[src/rtl/vga_frame_probe_pkg.sv]
// vga_frame_probe shared definitions: probe states, PMOD bit positions,
// default 640x480 timing and CRC-16-CCITT constants.
package vga_timing_pkg;

    typedef enum logic [1:0] {
        ST_SEARCH  = 2'd0,
        ST_MEASURE = 2'd1,
        ST_LOCKED  = 2'd2
    } probe_state_t;

    // TinyVGA PMOD byte layout {hsync, B0, G0, R0, vsync, B1, G1, R1}
    localparam int PMOD_HSYNC = 7;
    localparam int PMOD_B0    = 6;
    localparam int PMOD_G0    = 5;
    localparam int PMOD_R0    = 4;
    localparam int PMOD_VSYNC = 3;
    localparam int PMOD_B1    = 2;
    localparam int PMOD_G1    = 1;
    localparam int PMOD_R1    = 0;

    localparam int DEF_H_START  = 144;
    localparam int DEF_H_ACTIVE = 640;
    localparam int DEF_V_START  = 35;
    localparam int DEF_V_ACTIVE = 480;

    localparam logic [15:0] CRC_POLY = 16'h1021;
    localparam logic [15:0] CRC_INIT = 16'hFFFF;

endpackage

[src/rtl/vga_frame_probe_if.sv]
// Probe bus: PMOD byte in, recovered pixel stream and frame status out.
// master = the VGA source / bench side, slave = the probe.
interface vga_frame_probe_if;
    import vga_timing_pkg::*;

    logic [7:0]  vga_in;
    logic        pix_valid;
    logic [9:0]  pix_x;
    logic [9:0]  pix_y;
    logic [5:0]  pix_rgb;
    logic        locked;
    logic        frame_done;
    logic [15:0] frame_crc;
    logic [10:0] h_total;
    logic [9:0]  v_total;
    logic        sync_err;
    logic        blank_err;

    modport master (
        output vga_in,
        input  pix_valid, pix_x, pix_y, pix_rgb, locked, frame_done,
               frame_crc, h_total, v_total, sync_err, blank_err
    );

    modport slave (
        input  vga_in,
        output pix_valid, pix_x, pix_y, pix_rgb, locked, frame_done,
               frame_crc, h_total, v_total, sync_err, blank_err
    );
endinterface

[src/rtl/vga_frame_probe_crc16.sv]
// One byte of CRC-16-CCITT (poly 0x1021, MSB first), purely combinational.
module crc16_ccitt_step
    import vga_timing_pkg::*;
(
    input  logic [15:0] crc_in,
    input  logic [7:0]  data,
    output logic [15:0] crc_out
);
    // fold the byte into the top and shift out eight bits
    always_comb begin
        logic [15:0] c;
        c = crc_in ^ {data, 8'h00};
        for (int i = 0; i < 8; i++) begin
            c = c[15] ? ((c << 1) ^ CRC_POLY) : (c << 1);
        end
        crc_out = c;
    end
endmodule

[src/rtl/vga_frame_probe.sv]
// vga_frame_probe: passive TinyVGA PMOD receiver. Recovers sync timing,
// locks onto frame geometry, rebuilds pixel coordinates/colour and signs
// each locked frame with CRC-16-CCITT.
// Optional: define VGA_PROBE_BLANK_CHECK_EN to flag colour in blanking.
module vga_frame_probe
    import vga_timing_pkg::*;
#(
    parameter int H_START  = DEF_H_START,
    parameter int H_ACTIVE = DEF_H_ACTIVE,
    parameter int V_START  = DEF_V_START,
    parameter int V_ACTIVE = DEF_V_ACTIVE
) (
    input logic              clk,
    input logic              reset,
    vga_frame_probe_if.slave bus
);
    localparam logic [10:0] H_LO = 11'(H_START);
    localparam logic [10:0] H_HI = 11'(H_START + H_ACTIVE);
    localparam logic [9:0]  V_LO = 10'(V_START);
    localparam logic [9:0]  V_HI = 10'(V_START + V_ACTIVE);

    logic [7:0]   s1, s2;
    logic [10:0]  hcnt;
    logic [9:0]   vcnt;
    probe_state_t state, state_nx;
    logic         m_started, m_started_nx, m_haslen, m_haslen_nx;
    logic         latch_h, latch_v, err_nx, done_nx, err_q, done_q;
    logic [10:0]  h_tot;
    logic [9:0]   v_tot;
    logic [15:0]  acc, crc_nx, crc_q;

    // syncs are active-low: an assertion is a 1 -> 0 step between s2 and s1
    wire hs_edge = s2[PMOD_HSYNC] & ~s1[PMOD_HSYNC];
    wire vs_edge = s2[PMOD_VSYNC] & ~s1[PMOD_VSYNC];

    // hcnt is one short of the line length when the closing edge arrives
    wire [10:0] line_len    = hcnt + 11'd1;
    wire [9:0]  frame_lines = vcnt + {9'd0, hs_edge};
    wire        sat         = (hcnt == 11'h7FF) || (vcnt == 10'h3FF);

    wire in_win = (hcnt >= H_LO) && (hcnt < H_HI) && (vcnt >= V_LO) && (vcnt < V_HI);
    wire pix_ok = (state == ST_LOCKED) && in_win;
    wire [5:0] rgb = {s2[PMOD_R1], s2[PMOD_R0], s2[PMOD_G1],
                      s2[PMOD_G0], s2[PMOD_B1], s2[PMOD_B0]};

    // two-stage input capture
    always_ff @(posedge clk or posedge reset) begin
        if (reset) begin
            s1 <= '0;
            s2 <= '0;
        end else begin
            s1 <= bus.vga_in;
            s2 <= s1;
        end
    end

    // saturating line/frame counters; coincident vsync+hsync leaves vcnt at 1
    always_ff @(posedge clk or posedge reset) begin
        if (reset) begin
            hcnt <= '0;
            vcnt <= '0;
        end else begin
            if (hs_edge)              hcnt <= '0;
            else if (hcnt != 11'h7FF) hcnt <= hcnt + 11'd1;
            if (vs_edge)                     vcnt <= hs_edge ? 10'd1 : 10'd0;
            else if (hs_edge && !sat_v(vcnt)) vcnt <= vcnt + 10'd1;
        end
    end

    function automatic logic sat_v(input logic [9:0] v);
        return v == 10'h3FF;
    endfunction

    // lock state machine: next state and one-cycle strobes
    always_comb begin
        state_nx     = state;
        m_started_nx = m_started;
        m_haslen_nx  = m_haslen;
        latch_h      = 1'b0;
        latch_v      = 1'b0;
        err_nx       = 1'b0;
        done_nx      = 1'b0;
        case (state)
            ST_SEARCH: begin
                if (vs_edge) begin
                    state_nx     = ST_MEASURE;
                    m_started_nx = hs_edge;  // a coincident hsync opens the first line
                    m_haslen_nx  = 1'b0;
                end
            end
            ST_MEASURE: begin
                if (hs_edge) begin
                    if (!m_started) begin
                        m_started_nx = 1'b1;
                    end else if (!m_haslen) begin
                        latch_h     = 1'b1;
                        m_haslen_nx = 1'b1;
                    end else if (line_len != h_tot) begin
                        state_nx = ST_SEARCH;
                    end
                end
                if (vs_edge && state_nx == ST_MEASURE) begin
                    latch_v  = 1'b1;
                    state_nx = ST_LOCKED;
                end
            end
            ST_LOCKED: begin
                if ((hs_edge && line_len != h_tot) ||
                    (vs_edge && frame_lines != v_tot) || sat) begin
                    state_nx = ST_SEARCH;
                    err_nx   = 1'b1;
                end else if (vs_edge) begin
                    done_nx = 1'b1;
                end
            end
            default: state_nx = ST_SEARCH;
        endcase
    end

    // state, measured geometry and status pulses
    always_ff @(posedge clk or posedge reset) begin
        if (reset) begin
            state     <= ST_SEARCH;
            m_started <= 1'b0;
            m_haslen  <= 1'b0;
            h_tot     <= '0;
            v_tot     <= '0;
            err_q     <= 1'b0;
            done_q    <= 1'b0;
        end else begin
            state     <= state_nx;
            m_started <= m_started_nx;
            m_haslen  <= m_haslen_nx;
            if (latch_h) h_tot <= line_len;
            if (latch_v) v_tot <= frame_lines;
            err_q     <= err_nx;
            done_q    <= done_nx;
        end
    end

    crc16_ccitt_step u_crc (
        .crc_in  (acc),
        .data    ({2'b00, rgb}),
        .crc_out (crc_nx)
    );

    // frame signature: restart on lock, publish and restart on each good vsync
    always_ff @(posedge clk or posedge reset) begin
        if (reset) begin
            acc   <= CRC_INIT;
            crc_q <= '0;
        end else if (state != ST_LOCKED && state_nx == ST_LOCKED) begin
            acc <= CRC_INIT;
        end else if (done_nx) begin
            crc_q <= acc;
            acc   <= CRC_INIT;
        end else if (pix_ok) begin
            acc <= crc_nx;
        end
    end

`ifdef VGA_PROBE_BLANK_CHECK_EN
    logic blank_q;
    // sticky colour-in-blanking flag, cleared by frame_done unless re-set
    always_ff @(posedge clk or posedge reset) begin
        if (reset)                                          blank_q <= 1'b0;
        else if (state == ST_LOCKED && !in_win && rgb != 6'd0) blank_q <= 1'b1;
        else if (done_q)                                    blank_q <= 1'b0;
    end
    assign bus.blank_err = blank_q;
`else
    assign bus.blank_err = 1'b0;
`endif

    assign bus.pix_valid  = pix_ok;
    assign bus.pix_x      = pix_ok ? 10'(hcnt - H_LO) : 10'd0;
    assign bus.pix_y      = pix_ok ? (vcnt - V_LO) : 10'd0;
    assign bus.pix_rgb    = pix_ok ? rgb : 6'd0;
    assign bus.locked     = (state == ST_LOCKED);
    assign bus.frame_done = done_q;
    assign bus.frame_crc  = crc_q;
    assign bus.h_total    = h_tot;
    assign bus.v_total    = v_tot;
    assign bus.sync_err   = err_q;
endmodule

[src/flat_wrapper.sv]
// flat-port wrapper written by rule: the top's interface ports become plain ports
module vga_frame_probe_flat import vga_timing_pkg::*;
#(
    parameter int H_START  = DEF_H_START,
    parameter int H_ACTIVE = DEF_H_ACTIVE,
    parameter int V_START  = DEF_V_START,
    parameter int V_ACTIVE = DEF_V_ACTIVE
)
  (clk, reset, bus_vga_in, bus_pix_valid, bus_pix_x, bus_pix_y, bus_pix_rgb, bus_locked, bus_frame_done, bus_frame_crc, bus_h_total, bus_v_total, bus_sync_err, bus_blank_err);
  vga_frame_probe_if bus_i ();
  input logic clk;
  input logic reset;
  input wire logic [$bits(bus_i.vga_in)-1:0] bus_vga_in;
  output wire logic [$bits(bus_i.pix_valid)-1:0] bus_pix_valid;
  output wire logic [$bits(bus_i.pix_x)-1:0] bus_pix_x;
  output wire logic [$bits(bus_i.pix_y)-1:0] bus_pix_y;
  output wire logic [$bits(bus_i.pix_rgb)-1:0] bus_pix_rgb;
  output wire logic [$bits(bus_i.locked)-1:0] bus_locked;
  output wire logic [$bits(bus_i.frame_done)-1:0] bus_frame_done;
  output wire logic [$bits(bus_i.frame_crc)-1:0] bus_frame_crc;
  output wire logic [$bits(bus_i.h_total)-1:0] bus_h_total;
  output wire logic [$bits(bus_i.v_total)-1:0] bus_v_total;
  output wire logic [$bits(bus_i.sync_err)-1:0] bus_sync_err;
  output wire logic [$bits(bus_i.blank_err)-1:0] bus_blank_err;
  assign bus_i.vga_in = bus_vga_in;
  assign bus_pix_valid = bus_i.pix_valid;
  assign bus_pix_x = bus_i.pix_x;
  assign bus_pix_y = bus_i.pix_y;
  assign bus_pix_rgb = bus_i.pix_rgb;
  assign bus_locked = bus_i.locked;
  assign bus_frame_done = bus_i.frame_done;
  assign bus_frame_crc = bus_i.frame_crc;
  assign bus_h_total = bus_i.h_total;
  assign bus_v_total = bus_i.v_total;
  assign bus_sync_err = bus_i.sync_err;
  assign bus_blank_err = bus_i.blank_err;
  vga_frame_probe #(.H_START(H_START), .H_ACTIVE(H_ACTIVE), .V_START(V_START), .V_ACTIVE(V_ACTIVE)) u_core (.clk(clk), .reset(reset), .bus(bus_i));
endmodule
[config.mk]
export PLATFORM = sky130hd
export DESIGN_NAME = vga_frame_probe_flat
export DESIGN_NICKNAME = d
export VERILOG_FILES = /design/src/rtl/vga_frame_probe_pkg.sv /design/src/rtl/vga_frame_probe_if.sv /design/src/rtl/vga_frame_probe_crc16.sv /design/src/rtl/vga_frame_probe.sv /design/src/flat_wrapper.sv
export SDC_FILE = /design/constraint.sdc
export NUM_CORES = 1
export LEC_CHECK = 0
export CORE_AREA = 2 2 122 94
export CTS_CLUSTER_SIZE = 12
export DETAILED_ROUTE_END_ITERATION = 16
export DIE_AREA = 0 0 124 96
export PLACE_DENSITY_LB_ADDON = 0.12
export SLEW_MARGIN = 20
export SYNTH_ARGS = -nofsm -noshare
export SYNTH_HDL_FRONTEND = slang
export SYNTH_SLANG_ARGS = --single-unit
export TNS_END_PERCENT = 50
[constraint.sdc]
create_clock -name clk -period 4.3 [get_ports clk]
set_input_delay 0.43 -clock clk [delete_from_list [all_inputs] [get_ports clk]]
set_output_delay 0.43 -clock clk [all_outputs]
set_load 0.01 [all_outputs]
# Yosys cells after proc, flatten, opt, wreduce, memory -nomap -nowiden
# Index checks and enable logic that the tools add are counted.
# word_totals
reg_bits,96
inputBits,10
output_inout_bits,68
word_cells,116
# classes
add_sub_neg,5
n_lt_le_gt_ge,4
eq_ne,13
muxes,46
bitwise,14
n_reduce_logical,21
# op_table
cell,n
$mux 13,8
$mux 16,3
$mux 10,4
$not 3->3,8
$mux 11,2
$mux 1,17
$mux 2,8
$xor 16x14->16,1
$add 11x1->11 const B,1
$eq 11x11->1 const B,1
$ge 11x8->1 const B,1
$lt 11x10->1 const B,1
$ne 11x11->1,1
$ne 11x11->1 const B,1
$add 10x1->10,1
$add 10x1->10 const B,1
$eq 10x10->1 const B,1
$ge 10x6->1 const B,1
$lt 10x10->1 const B,1
$ne 10x10->1,1
$sub 10x6->10 const B,1
$sub 10x8->10 const B,1
$logic_and 1x1->1,9
$mux 6,1
16 further kinds,28

# Longest topological paths before layout
# depth
ltp_word,20
mapped_depth,14
mapped_depth_nobuf,11

# Cells and area by module
# Synthesis repeated with hierarchy kept, for this count alone.
# unflattened
hier_cells,510
area_unflattened_um2,5430.2
# by_module_without_submodules
mod,instances,cells_each,area_per_inst_um2,seq_area_each_um2
vga_frame_probe,1,485,5038.6,2422.3
crc16_ccitt_step,1,25,391.6,0.0

# Worst setup path before layout
# OpenSTA, ideal clock, no wires.
# synth_timing
kind,reg2reg
startpoint,reg u_core.s1[7]
endpoint,reg u_core.crc_q[0] (netlist: u_core.bus.frame_crc[0])
setup_ns,0.125
arrival_time_ns,3.477
required_time_ns,4.175
slack_ns,0.697
stages_incl_launch_ff,14
path_buffers,2
synth_period_minus_slack_ns,3.603
path_cell_list,dfrtp_1 > nand2b_1 > inv_1 > clkbuf_1 > ha_1 > ha_1 > nand3_1 > xor2_1 > a211o_1 > or4_1 > and4bb_2 > nand4_4 > buf_4 > mux2_4
# synth_via
elab_chain_len,13
word_cells_on_any_way,21
classes_between,1 x add/sub; 3 x eq/ne; 7 x mux; 3 x bitwise; 7 x reduce/logical
# synth_lines
element,line,source
"start, declared",vga_frame_probe.sv:22,"logic [7:0] s1, s2;"
"start signal, assigned",vga_frame_probe.sv:52,s1 <= bus.vga_in;
$not 1->1 (*),vga_frame_probe.sv:33,wire hs_edge = s2[PMOD_HSYNC] & ~s1[PMOD_HSYNC];
$and 1x1->1 (*),vga_frame_probe.sv:33,
$add 10x1->10,vga_frame_probe.sv:38,"wire [9:0] frame_lines = vcnt + {9'd0, hs_edge};"
$ne 10x10->1,vga_frame_probe.sv:109,(vs_edge && frame_lines != v_tot) || sat) begin
$logic_and 1x1->1,vga_frame_probe.sv:109,
$logic_or 1x1->1,vga_frame_probe.sv:108,if ((hs_edge && line_len != h_tot) ||
$logic_or 1x1->1,vga_frame_probe.sv:109,
$mux 2,vga_frame_probe.sv:108,
$pmux 2 s3,vga_frame_probe.sv:83,case (state)
$eq 2x2->1,vga_frame_probe.sv:152,end else if (state != ST_LOCKED && state_nx == ST_LOCKED) begin
$logic_and 1x1->1,vga_frame_probe.sv:152,
$not 1->1 (no source line),n/a,
$reduce_and 2->1 (no source line) (*),n/a,
"end signal, assigned",vga_frame_probe.sv:151,crc_q <= '0;
"end signal, assigned",vga_frame_probe.sv:155,crc_q <= acc;
"end, declared",vga_frame_probe.sv:30,"logic [15:0] acc, crc_nx, crc_q;"
# Every way passes the cells marked *; elsewhere a longest branch is shown, timed or not. The select of a mux whose other input is x is not followed.
# A chain may end at the register's enable or synchronous reset.

# Worst setup path after layout
# layout_timing
startpoint,reg u_core.vcnt[1]
endpoint,out bus_pix_rgb[5]
# layout_via
elab_chain_len,5
word_cells_on_any_way,6
classes_between,2 x order compare; 1 x mux; 3 x reduce/logical
# layout_lines
element,line,source
"start, declared",vga_frame_probe.sv:24,logic [9:0] vcnt;
"start signal, assigned",vga_frame_probe.sv:65,if (vs_edge) vcnt <= hs_edge ? 10'd1 : 10'd0;
"start signal, assigned",vga_frame_probe.sv:66,else if (hs_edge && !sat_v(vcnt)) vcnt <= vcnt + 10'd1;
$ge 10x6->1,vga_frame_probe.sv:41,wire in_win = (hcnt >= H_LO) && (hcnt < H_HI) && (vcnt >= V_LO) && (vcnt < V_HI);
$logic_and 1x1->1,vga_frame_probe.sv:41,
$logic_and 1x1->1 (*),vga_frame_probe.sv:41,
$logic_and 1x1->1 (*),vga_frame_probe.sv:42,wire pix_ok = (state == ST_LOCKED) && in_win;
$mux 6 (*),vga_frame_probe.sv:178,assign bus.pix_rgb = pix_ok ? rgb : 6'd0;
"end, declared",flat_wrapper.sv:17,output wire logic [$bits(bus_i.pix_rgb)-1:0] bus_pix_rgb;
# Every way passes the cells marked *; elsewhere a longest branch is shown, timed or not.

==> impl_metrics.toml <==
[status]
outcome = "finished, final reports clean"

[die]
die_h_um = 96
die-area_mm2 = 0.0119
start_util = 0.489
die_w_um = 124
io_pins = 78
num_rows = 33
core_area_mm2 = 0.0107

[routing]
drc_errors = 0
num_vias = 3962
first_iter_violations = 269
drt_first_pass_iters = 4
post_drt_wl_per_cell_um = 16.9
viasPerCell = 5.55
drt_wl_total_um = 12000
ant_nets = 0

[timing]
fin_ws_ns = 0.583
timing.setup.tns_ns = 0
slew_headroom = 0.391
slew_violations = 0
rsz0062_at_grt = "no"
finClkSkew_ns = 0.00798
fin_crit_sh = 0.864
finalHoldViolCount = 0
finalCriticalPeriod_ns = 3.72
hold_ws_ns = 0.348
tightest_slew_ns = 0.914
setup_violations = 0
fmax_ghz = 0.269

[setup_path]
crit_slowest_cell = "dfrtp_1"
reg2reg_depth = 12
crit_required_ns = 3.87
cp.arrival_ns = 3.29
r2r_slack_ns = 0.60
worstPathMaxFanout = 15
critPathLaunch = "u_core.vcnt[1]$_DFFE_PP0P_"
cp-end-kind = "primary output"
critical_path_buf_inv_count = 2
crit_family = "buffers and inverters"
max_stage_delay_ns = 0.48
criticalPathCategory = "reg -> out"
path_cells = "ha_1 -> nor4_1 -> nand2b_1 -> a21oi_1 -> o2111ai_4 -> inv_1 -> and2_1 -> clkdlybuf4s50_1"
cp-start-kind = "register"
r2r_start = "u_core.s1[7]$_DFF_PP0_"
timing.rr.end = "u_core.acc[10]$_DFFE_PP1P_"
crit_end = "bus_pix_rgb[5]"
crit_cells = 8

[job]
drv_cap = 0

[yosys]
syn_avg_cell_area_um2 = 10.3
synth_cells = 507
ys.flop_type = "dfrtp_1"
ys_warn_count = 0
synth_nets = 524
ys_ff_latch = 96
synthArstFlopShare = 1.00
synth_top_area_frac = 0.382
synth.most_common_cell = "dfrtp_1"
synth_common_cells = "dfrtp_1, nand2_1, nor2_1"
synth.largest_area_cell = "dfrtp_1"
ys_seq_area_frac = 0.462
synthTopCellsByArea = "dfrtp_1, dfstp_2, xnor2_1"
yosysUniqueCellTypes = 59
synth-edff-count = 0
synth_area_mm2 = 0.00525

[finish]
fillCellCount = 916
final_nets = 586
area_delta_synth_final_pct = 21.9
antenna_cells = 0
layout-drive-gt1-share = 0.131
final_cells = 714

[clock_tree]
clock_path_buffers = 2
postCtsHoldBufs = 0
ctsHtreeMaxLevel = 3
tritoncts = "done"
clk_pin_slew_ns = 0.07
cts-root-buf = "clkbuf_16"
clock-sinks = 96
cts_made_buffers = 9
cts_setup_buffers = 0
clk_latency_ns = 0.35
post_cts_resized = 0

[pwr]
pwr-share-comb = 0.276
clkPwrFrac = 0.278
seqPwrFrac = 0.446
switching_share = 0.315
leakage_nw = 2.81
p_per_area_mw_per_mm2 = 437
p_sw_uw = 880
internal_power_mw = 1.91
ir_drop_uv = 252

[place]
place_ws_ns = 0.605
hpwlAfterDp_um = 8580
dp_cells = 698
finalWeightedCongestion = 0.893
portBuffers = 76

[global_route]
grt_pass1_vias = 3895
grt_usage = 0.216
grt_antenna_before_repair = 0
grt_pass1_wl_um = 19700
grt_max_degree = 76
grt.overflow.total = 0

[hold_path]
holdCritPathClass = "reg -> reg"
hold_depth = 0
==> routing by layer <==
metal	GRT usage	up-vias	part of all wire
li1	-	1903	-
met1	0.308	1955	0.49
met2	0.332	92	0.45
met3	0.0498	12	0.043
met4	0.0571	0	0.015
met5	0	-	0
==> placed cells by master (no fill, tap or decap), types with 4 or more instances in the layout <==
cell type / synthesis / layout
a21oi_1: 18 / 18
dfrtp_1: 80 / 80
nor3b_1: 6 / 6
or4_1: 4 / 4
o2111ai_1: 16 / 15
or3_1: 6 / 6
dfstp_2: 16 / 16
xnor2_1: 35 / 35
nand2_1: 43 / 43
clkbuf_16: 0 / 9
xor2_1: 34 / 34
mux2i_1: 9 / 9
nor3_1: 7 / 7
mux2_2: 12 / 12
nand4_1: 9 / 9
ha_1: 7 / 7
nor2b_1: 8 / 8
mux2_4: 12 / 12
nand3_1: 11 / 11
nand2b_1: 7 / 7
nor2_1: 39 / 39
buf_4: 3 / 8
inv_1: 12 / 11
o21ai_0: 25 / 25
o211ai_1: 7 / 7
clkdlybuf4s50_1: 0 / 76
and2_1: 13 / 13
==> how the worst min path moves through the flow <==
stage | from | end | slack (ns)
after floorplan | u_core.s1[0]$_DFF_PP0_ | u_core.s2[0]$_DFF_PP0_ | 0.33
after global placement | u_core.s1[6]$_DFF_PP0_ | u_core.s2[6]$_DFF_PP0_ | 0.33
after detailed placement | u_core.s1[4]$_DFF_PP0_ | u_core.s2[4]$_DFF_PP0_ | 0.33
after CTS | u_core.s1[4]$_DFF_PP0_ | u_core.s2[4]$_DFF_PP0_ | 0.35
after global routing | u_core.s1[0]$_DFF_PP0_ | u_core.s2[0]$_DFF_PP0_ | 0.35
final | u_core.s1[4]$_DFF_PP0_ | u_core.s2[4]$_DFF_PP0_ | 0.35
==> stage by stage <==
stage	power [mW]	area, um^2	utilization
2_1_floorplan	1.73	5250	-
3_3_place_gp	2.01	6110	0.569
3_5_place_dp	2.03	6110	0.569
4_1_cts	2.82	6400	0.596
5_1_grt	2.95	6400	0.596
6_report	2.79	6400	0.596
==> registers in the layout, indices dropped and copies added, names as in the netlist <==
| register | count |
|---|---|
| u_core.m_started | 1 |
| u_core.m_haslen | 1 |
| u_core.s1 | 8 |
| u_core.bus.frame_done | 1 |
| u_core.s2 | 8 |
| u_core.vcnt | 10 |
| u_core.bus.h_total | 11 |
| u_core.hcnt | 11 |
| u_core.bus.v_total | 10 |
| u_core.bus.frame_crc | 16 |
| u_core.bus.sync_err | 1 |
| u_core.acc | 16 |
| u_core.state | 2 |
==> power by group through the flow <==
stage          registers (mW)  clock network (mW)  logic (mW)
2_1_floorplan            1.24                   0       0.490
3_3_place_gp             1.25                   0       0.760
3_5_place_dp             1.26                   0       0.773
4_1_cts                  1.24               0.800       0.779
5_1_grt                  1.27               0.838       0.841
6_report                 1.24               0.777       0.771
==> worst register-to-register path: stages (launching register included) <==
cell       delay (ns)
dfrtp_1          0.38
nand2b_1         0.23
inv_1            0.12
ha_1             0.21
ha_1             0.26
nand3_1          0.25
xor2_1           0.24
a211o_1          0.30
or4_1            0.39
and4bb_2         0.36
nand4_4          0.39
buf_4            0.36
o2111ai_1        0.12
==> cells by family after synthesis <==
group	Yosys count	share of synthesized area
AOI/OAI and AO/OA	86	0.115
xor gates and xnor gates	70	0.119
adders and majority gates	7	0.0167
buffers and inverters	45	0.0382
DFF	96	0.462
muxes	33	0.0773
other	1	0.000715
and+or+nand+nor	169	0.171
==> area by class of cell <==
cell class,instances,area (um^2),share of cell area
clock buffers,9,225,0.0352
clock inverters,7,63.8,0.00998
inverters,12,47.5,0.00743
multi-input cells,366,2640,0.413
flip-flops and latches,96,2420,0.379
well taps,140,175,0.0274
repair buffers,84,821,0.128
Power figures use the tool's default switching activity.
